### src/rtl/tank_ctrl.sv
// tank_ctrl: per-tank motion, clamp, fire cooldown and respawn control.
// Shot logic is built only when TANK_CTRL_FIRE_EN is defined.
module tank_ctrl #(
  parameter int         KEY_SLOTS   = 4,
  parameter logic [7:0] KEY_FWD     = 8'h52,
  parameter logic [7:0] KEY_BACK    = 8'h51,
  parameter logic [7:0] KEY_LEFT    = 8'h50,
  parameter logic [7:0] KEY_RIGHT   = 8'h4F,
  parameter logic [7:0] KEY_FIRE    = 8'h2C,
  parameter int         X_INIT      = 300,
  parameter int         Y_INIT      = 250,
  parameter int         X_MIN       = 0,
  parameter int         X_MAX       = 639,
  parameter int         Y_MIN       = 0,
  parameter int         Y_MAX       = 479,
  parameter int         SIZE        = 10,
  parameter int         SPEED       = 80,
  parameter int         FRAC_BITS   = 4,
  parameter int         ANGLE_STEPS = 45,
  parameter int         COOLDOWN    = 30,
  parameter int         RESPAWN     = 120
) (
  input  logic                   frame_clk,
  input  logic                   Reset,
  input  logic [8*KEY_SLOTS-1:0] keycode,
  input  logic [7:0]             sin,
  input  logic [7:0]             cos,
  input  logic                   blocked,
  input  logic                   hit,
  output logic [9:0]             posX,
  output logic [9:0]             posY,
  output logic [9:0]             size,
  output logic [5:0]             angle,
  output logic                   fire,
  output logic                   alive
);

  localparam int PW = 10 + FRAC_BITS;
  localparam int AW = PW + 2;
  localparam int RW = (RESPAWN > 1) ? $clog2(RESPAWN) : 1;

  localparam logic signed [AW-1:0] X_LO = AW'((X_MIN + SIZE) << FRAC_BITS);
  localparam logic signed [AW-1:0] X_HI = AW'((X_MAX - SIZE) << FRAC_BITS);
  localparam logic signed [AW-1:0] Y_LO = AW'((Y_MIN + SIZE) << FRAC_BITS);
  localparam logic signed [AW-1:0] Y_HI = AW'((Y_MAX - SIZE) << FRAC_BITS);
  localparam logic [PW-1:0] X_RST = PW'(X_INIT << FRAC_BITS);
  localparam logic [PW-1:0] Y_RST = PW'(Y_INIT << FRAC_BITS);
  localparam logic [6:0]    SPD    = 7'(SPEED);
  localparam logic [5:0]    A_LAST = 6'(ANGLE_STEPS - 1);
  localparam logic [RW-1:0] R_LOAD = RW'(RESPAWN - 1);

  typedef enum logic {ACTIVE, DEAD} state_t;

  state_t           state;
  logic [PW-1:0]    px, py;
  logic [5:0]       ang;
  logic [RW-1:0]    resp;

  logic k_fwd, k_back, k_left, k_right, k_fire;
  logic mv_back, mv_left, mv_right, mv_move;
  logic [6:0]       mag_x, mag_y;
  logic signed [AW-1:0] dx, dy, step_x, step_y;
  logic [PW-1:0]    px_n, py_n;
  logic [5:0]       ang_inc, ang_dec;

  function automatic logic [PW-1:0] clamp_pos(
    input logic signed [AW-1:0] v,
    input logic signed [AW-1:0] lo,
    input logic signed [AW-1:0] hi
  );
    logic signed [AW-1:0] r;
    r = v;
    if (v < lo)      r = lo;
    else if (v > hi) r = hi;
    return r[PW-1:0];
  endfunction

  // A key is pressed when any slot carries its code
  always_comb begin
    k_fwd   = 1'b0;
    k_back  = 1'b0;
    k_left  = 1'b0;
    k_right = 1'b0;
    k_fire  = 1'b0;
    for (int i = 0; i < KEY_SLOTS; i++) begin
      if (keycode[8*i +: 8] == KEY_FWD)   k_fwd   = 1'b1;
      if (keycode[8*i +: 8] == KEY_BACK)  k_back  = 1'b1;
      if (keycode[8*i +: 8] == KEY_LEFT)  k_left  = 1'b1;
      if (keycode[8*i +: 8] == KEY_RIGHT) k_right = 1'b1;
      if (keycode[8*i +: 8] == KEY_FIRE)  k_fire  = 1'b1;
    end
  end

  // Motion priority, sub-pixel deltas, clamped targets, angle wrap
  always_comb begin
    mv_back  = k_back & ~k_fwd;
    mv_left  = k_left & ~k_fwd & ~k_back;
    mv_right = k_right & ~k_fwd & ~k_back & ~k_left;
    mv_move  = k_fwd | k_back;
    mag_x    = 7'((14'(SPD) * 14'(cos[6:0])) >> 7);
    mag_y    = 7'((14'(SPD) * 14'(sin[6:0])) >> 7);
    dx       = AW'(mag_x);
    dy       = AW'(mag_y);
    step_x   = (cos[7] ^ mv_back) ? -dx : dx;
    step_y   = (sin[7] ^ mv_back) ? dy : -dy;
    px_n     = clamp_pos($signed({2'b00, px}) + step_x, X_LO, X_HI);
    py_n     = clamp_pos($signed({2'b00, py}) + step_y, Y_LO, Y_HI);
    ang_inc  = (ang == A_LAST) ? 6'd0 : ang + 6'd1;
    ang_dec  = (ang == 6'd0) ? A_LAST : ang - 6'd1;
  end

  // Alive/dead FSM with position and heading state
  always_ff @(posedge frame_clk or posedge Reset) begin
    if (Reset) begin
      state <= ACTIVE;
      alive <= 1'b1;
      px    <= X_RST;
      py    <= Y_RST;
      ang   <= 6'd0;
      resp  <= '0;
    end else begin
      unique case (state)
        ACTIVE: begin
          if (hit) begin
            state <= DEAD;
            alive <= 1'b0;
            resp  <= R_LOAD;
          end else begin
            if (mv_move && !blocked) begin
              px <= px_n;
              py <= py_n;
            end
            if (mv_left)       ang <= ang_inc;
            else if (mv_right) ang <= ang_dec;
          end
        end
        DEAD: begin
          if (resp == '0) begin
            state <= ACTIVE;
            alive <= 1'b1;
            px    <= X_RST;
            py    <= Y_RST;
            ang   <= 6'd0;
          end else begin
            resp <= resp - 1'b1;
          end
        end
      endcase
    end
  end

`ifdef TANK_CTRL_FIRE_EN
  localparam int CW = (COOLDOWN > 1) ? $clog2(COOLDOWN) : 1;
  localparam logic [CW-1:0] CD_LOAD = CW'(COOLDOWN - 1);

  logic [CW-1:0] cd;

  // One-frame shot pulse gated by a saturating cooldown
  always_ff @(posedge frame_clk or posedge Reset) begin
    if (Reset) begin
      fire <= 1'b0;
      cd   <= '0;
    end else begin
      fire <= 1'b0;
      if (state == DEAD && resp == '0) begin
        cd <= '0;
      end else if (state == ACTIVE && k_fire && cd == '0 && !hit) begin
        fire <= 1'b1;
        cd   <= CD_LOAD;
      end else if (cd != '0) begin
        cd <= cd - 1'b1;
      end
    end
  end
`else
  logic unused_fire;
  assign unused_fire = k_fire;
  assign fire = 1'b0;
`endif

  assign posX  = px[PW-1:FRAC_BITS];
  assign posY  = py[PW-1:FRAC_BITS];
  assign angle = ang;
  assign size  = 10'(SIZE);

endmodule

### config.mk
export PLATFORM = sky130hd
export DESIGN_NAME = tank_ctrl
export DESIGN_NICKNAME = d
export VERILOG_FILES = /design/src/rtl/tank_ctrl.sv
export SDC_FILE = /design/constraint.sdc
export NUM_CORES = 1
export LEC_CHECK = 0
export ABC_CLOCK_PERIOD_IN_PS = 3800
export CAP_MARGIN = 10
export CORE_ASPECT_RATIO = 1.5
export CORE_MARGIN = 8
export CORE_UTILIZATION = 55
export CTS_CLUSTER_DIAMETER = 150
export DETAILED_ROUTE_END_ITERATION = 10
export PLACE_DENSITY = 0.94
export SLEW_MARGIN = 20
export SYNTH_ARGS = -nofsm -noshare
export SYNTH_HDL_FRONTEND = slang
export SYNTH_SLANG_ARGS = --single-unit
### constraint.sdc
create_clock -name frame_clk -period 3.8 [get_ports frame_clk]
set_clock_uncertainty 0.2 [all_clocks]
set_input_delay 0.76 -clock frame_clk [delete_from_list [all_inputs] [get_ports frame_clk]]
set_output_delay 0.76 -clock frame_clk [all_outputs]
set_load 0.005 [all_outputs]
==> run metrics, run 1 <==
run status aborted with a tool error; step where the flow halted 5_1_grt; error that halted the flow [ERROR GRT-0232] Routing congestion too high. Check the congestion heatmap in the GUI.; largest buffer count on any clock path 2; hold buffer count at cts 0; sink count of the clock tree 43; library cell with the largest summed area after synthesis dfrtp_1; number of ports placed on the die boundary 90; Worst-path end type sequential cell input; initial core utilization 55.4%; worst endpoint from the post-global-route timing repair px[5]$_DFFE_PP0P_/D; total clock buffers created by CTS 5; Global Route Usage Sum 71.3%; Worst Setup Slack post-DPL -2130 ps; Clock H-tree levels 2; top cells by area, synth dfrtp_1, ha_1, dfstp_2, buf_4, a21oi_1; most used standard cell by instance count after synthesis nand2_1; pin count of the biggest net entering global routing 44; Synth top area share 15.2%; dpl hpwl 14.8 mm; GRT overflow 128; chip width 96.0 µm; number of different library cells in the post-synthesis netlist 74; std cell rows 44; Post-Syn Area per Cell 8.03 µm²; fraction of the yosys area taken by sequential cells between 20% and 30%; port bufs 78; Main synth FF type dfrtp_1; root buffer cell clkbuf_16; Synth Cell Area 5280 µm²; height of the chip 136 µm; post-synthesis register bit count 43; global placement routability congestion 0.985; number of synthesized flops with an enable pin 0; cell types with the highest counts after synthesis nand2_1, ha_1, nor2_1; number of placed cells counting well taps 969; proportion of synthesized flip-flops having asynchronous set or reset 100%; post-synthesis cell count 657; total number of yosys warnings 0
## metrics by stage
stage / instance area [µm²] / hold slack (ps)
after floorplan: 5630 / 259
after global placement: 7430 / 271
after detailed placement: 7430 / 298
after CTS: 8500 / 327
## layer usage
metal / GRT usage (%) / overflow
met1: 68.9 / 5
met2: 87.9 / 62
met3: 55.3 / 10
met4: 77.6 / 51
met5: 9.96 / 0
## cell families after synthesis
group | synth area share [%]
AO/OA/AOI/OAI | 23.8
other | 0.142
XOR/XNOR | 6.64
multiplexers | 1.35
flip-flops | 20.7
AND/OR/NAND/NOR | 25.2
buffers and inverters | 7.83
adder cells (fa/ha/maj) | 14.3
## timing repair
action | 4_1_cts
setup endpoints to repair | 27
gates cloned | 1
pin swaps | 103
gates resized for setup | 180
buffers inserted | 27
==> run 2, diff against run 1 <==
--- a/config.mk
+++ b/config.mk
@@ -7,12 +7,10 @@
 export LEC_CHECK = 0
 export ABC_CLOCK_PERIOD_IN_PS = 3800
 export CAP_MARGIN = 10
-export CORE_ASPECT_RATIO = 1.5
 export CORE_MARGIN = 8
-export CORE_UTILIZATION = 55
-export CTS_CLUSTER_DIAMETER = 150
+export CORE_UTILIZATION = 40
 export DETAILED_ROUTE_END_ITERATION = 10
-export PLACE_DENSITY = 0.94
+export PLACE_DENSITY_LB_ADDON = 0.15
 export SLEW_MARGIN = 20
 export SYNTH_ARGS = -nofsm -noshare
 export SYNTH_HDL_FRONTEND = slang
==> run metrics, run 2 <==
type of the tightest min-delay check register to register; Worst Setup Start Kind primary input; Peak supply drop 0.000184 V; clock tree from TritonCTS built; Synth top area share roughly 15%; Post-Syn Area per Cell 8.03 µm²; post-route core utilization a little under 70%; Final Worst Setup Slack -1330 ps; Power per Cell Area 340 nW/µm²; arrival time worst endpoint between 5000 and 6000 ps; Worst Max-Slew Pin Slew 597 ps; capture instance of the worst register-to-register path px[4]; proportion of synthesized flip-flops having asynchronous set or reset 100%; dpl hpwl around 13 mm; Final period util 135%; number of placed cells counting well taps 1051; core outline area 13100 µm²; cell types with the highest counts after synthesis nand2_1, ha_1, nor2_1; library cell with the largest summed area after synthesis dfrtp_1; fill cell total of the finished layout roughly 1000; hold buffer count at cts 0; ratio of cells with drive above 1 in the final layout ~45%; chip width 131 µm; routed vias 6128; Peak Freq 195 MHz; height of the chip between 100 and 150 µm; Worst R2R Setup Slack 560 ps; final-report max-slew violation count 0; top cells by area, synth dfrtp_1, ha_1, dfstp_2, buf_4, a21oi_1; top fanout value on the critical path 6; area of placed instances approximately 7600 µm²; sequential standard cell area 1090 µm²; die area 17100 µm²; source-to-sink clock delay at the later pin of the worst-skew pair 290 ps; number of different library cells in the post-synthesis netlist 74; Worst R2R Start px[0]; total clock buffers created by CTS 5; most used standard cell by instance count after synthesis nand2_1; number of ports placed on the die boundary 90; Net count, final 1042; port bufs 78; TritonRoute pass-1 iters 5; shortest clock period the worst path allows after layout a little over 5000 ps; number of synthesized flops with an enable pin 0; type of element capturing the critical path register; category of the most critical setup path primary input to register; root buffer cell clkbuf_16; Layout Cell Area excl Fill around 9000 µm²; number of violations reported at the end of detailed-routing iteration 0 around 330; diode count 0; Worst EP required 3820 ps; Regs by FF count px: 14 flops, py: 14 flops, resp: 7 flops; Main synth FF type dfrtp_1; first-pass GRT wire length 29.5 mm; crit path from keycode[15]; most used cells in the layout excluding fill and tap cells buf_4, nand2_1, clkdlybuf4s50_1; Total Wirelength 18.9 mm; GRT overflow 0; combined area of the multi-input logic cells slightly below 5000 µm²; Total Power 3070 µW; max_cap viols 0; Synth Cell Area 5280 µm²; Global Route Usage Sum 21.2%; average via count per standard cell 5.53; violations in the final reports negative setup slack; largest buffer count on any clock path 2; post-synthesis cell count 657; number of failing hold endpoints at the final stage 0; last element of the critical path py[0]; most common cell after layout, fill and taps aside buf_4; pin count of the biggest net entering global routing 44; total number of yosys warnings 0; initial core utilization 40.3%; Leak between 0.003 and 0.004 µW; vias in the first global route between 6000 and 7000; Antenna Nets Post-Route 0; area growth from synthesis to layout 71.0%; run status complete, but fails checks; RSZ-0062 raised after global routing true; std cell rows between 40 and 50; initial antenna violation count 0; fraction of the yosys area taken by sequential cells roughly 21%; Clock transition at path regs ~60 ps; final instance count without filler cells between 1000 and 1500; normalized max-slew margin 59.8%; sink count of the clock tree 43; depth of the most critical reg-to-reg path 14; Clock H-tree levels 2; Final Setup Violations 27; number of remaining DRC errors 0; post-synthesis register bit count 43; Avg WL per Cell 17.0 µm; global placement routability congestion 0.890
[run 2: cell counts after synthesis]
Identical to the previous run, type by type.
[run 2: logic make-up (layout without fill, tap and decap cells)]
| kind of cell | after synthesis | in the layout | synth area share, % |
|---|---|---|---|
| and+or+nand+nor | 244 | 244 | 25.2 |
| AOI/OAI and AO/OA | 184 | 184 | 23.8 |
| buffers and inverters | 79 | 345 | 7.83 |
| adders and majority gates | 58 | 58 | 14.3 |
| DFF | 43 | 43 | 20.7 |
| xor gates and xnor gates | 40 | 40 | 6.64 |
| muxes | 7 | 8 | 1.35 |
| other | 2 | 11 | 0.142 |
[run 2: layout make-up]
class	instances	area share [%]
multi-input cells	545	54.6
repair buffers	304	27.7
inverters	33	1.37
clock buffers	6	1.43
flip-flops and latches	43	12.1
clock inverters	2	0.416
well taps	176	2.44
[run 2: routing by layer]
layer	wire length (µm)	track usage [%]	vias to the layer above	share of wire, %
met4	538	5.94	0	2.8
met2	9800	40.4	172	52
li1	-	-	2961	-
met3	887	2.15	45	4.7
met1	7680	24.4	2950	41
met5	0	0	-	0
[run 2: per-stage QoR]
step | hold WS, ps | setup TNS (ps) | setup slack, ps
3_3_place_gp | 279 | -49550 | -1960
4_1_cts | 302 | -32700 | -1320
6_report | 309 | -33110 | -1330
2_1_floorplan | 259 | -31320 | -1390
5_1_grt | 333 | -37950 | -1540
3_5_place_dp | 281 | -51760 | -2040
[run 2: where the power goes]
part	switching [µW]	total (µW)	internal (µW)
Sequential	83.7	606	522
Combinational	936	1970	1030
Clock	182	493	310
Total	1200	3070	1870
[run 2: worst max-delay path, cell delays in order]
cell and delay, ps:
buf_6 90, or3b_4 390, or4bb_1 540, and3_4 180, or3_4 330, and2_4 200, buf_6 130, a21boi_4 140
buf_6 120, ha_4 150, or4_4 570, o31ai_4 270, nand2_2 100, a211oi_4 320, o21ai_2 120, or4b_4 610
o21ai_2 150
[run 2: worst min-delay path by stage]
stage | slack [ps] | endpoint | cells after the start | start
after floorplan | 260 | py[0] | 2 | py[0]
after global placement | 280 | py[3] | 2 | py[3]
after detailed placement | 280 | py[3] | 2 | py[3]
after CTS | 300 | py[0] | 2 | py[0]
after global routing | 330 | py[0] | 2 | py[0]
final | 310 | py[0] | 2 | py[0]
[run 2: timing repair]
item | 4_1_cts | 5_1_grt
gates resized for setup | 156 | 74
setup buffers | 37 | 16
pin swaps | 97 | 83
cloned | 1 | 0
setup endpoints to repair | 27 | 27
No activity file was read; power rests on OpenSTA's default activity.
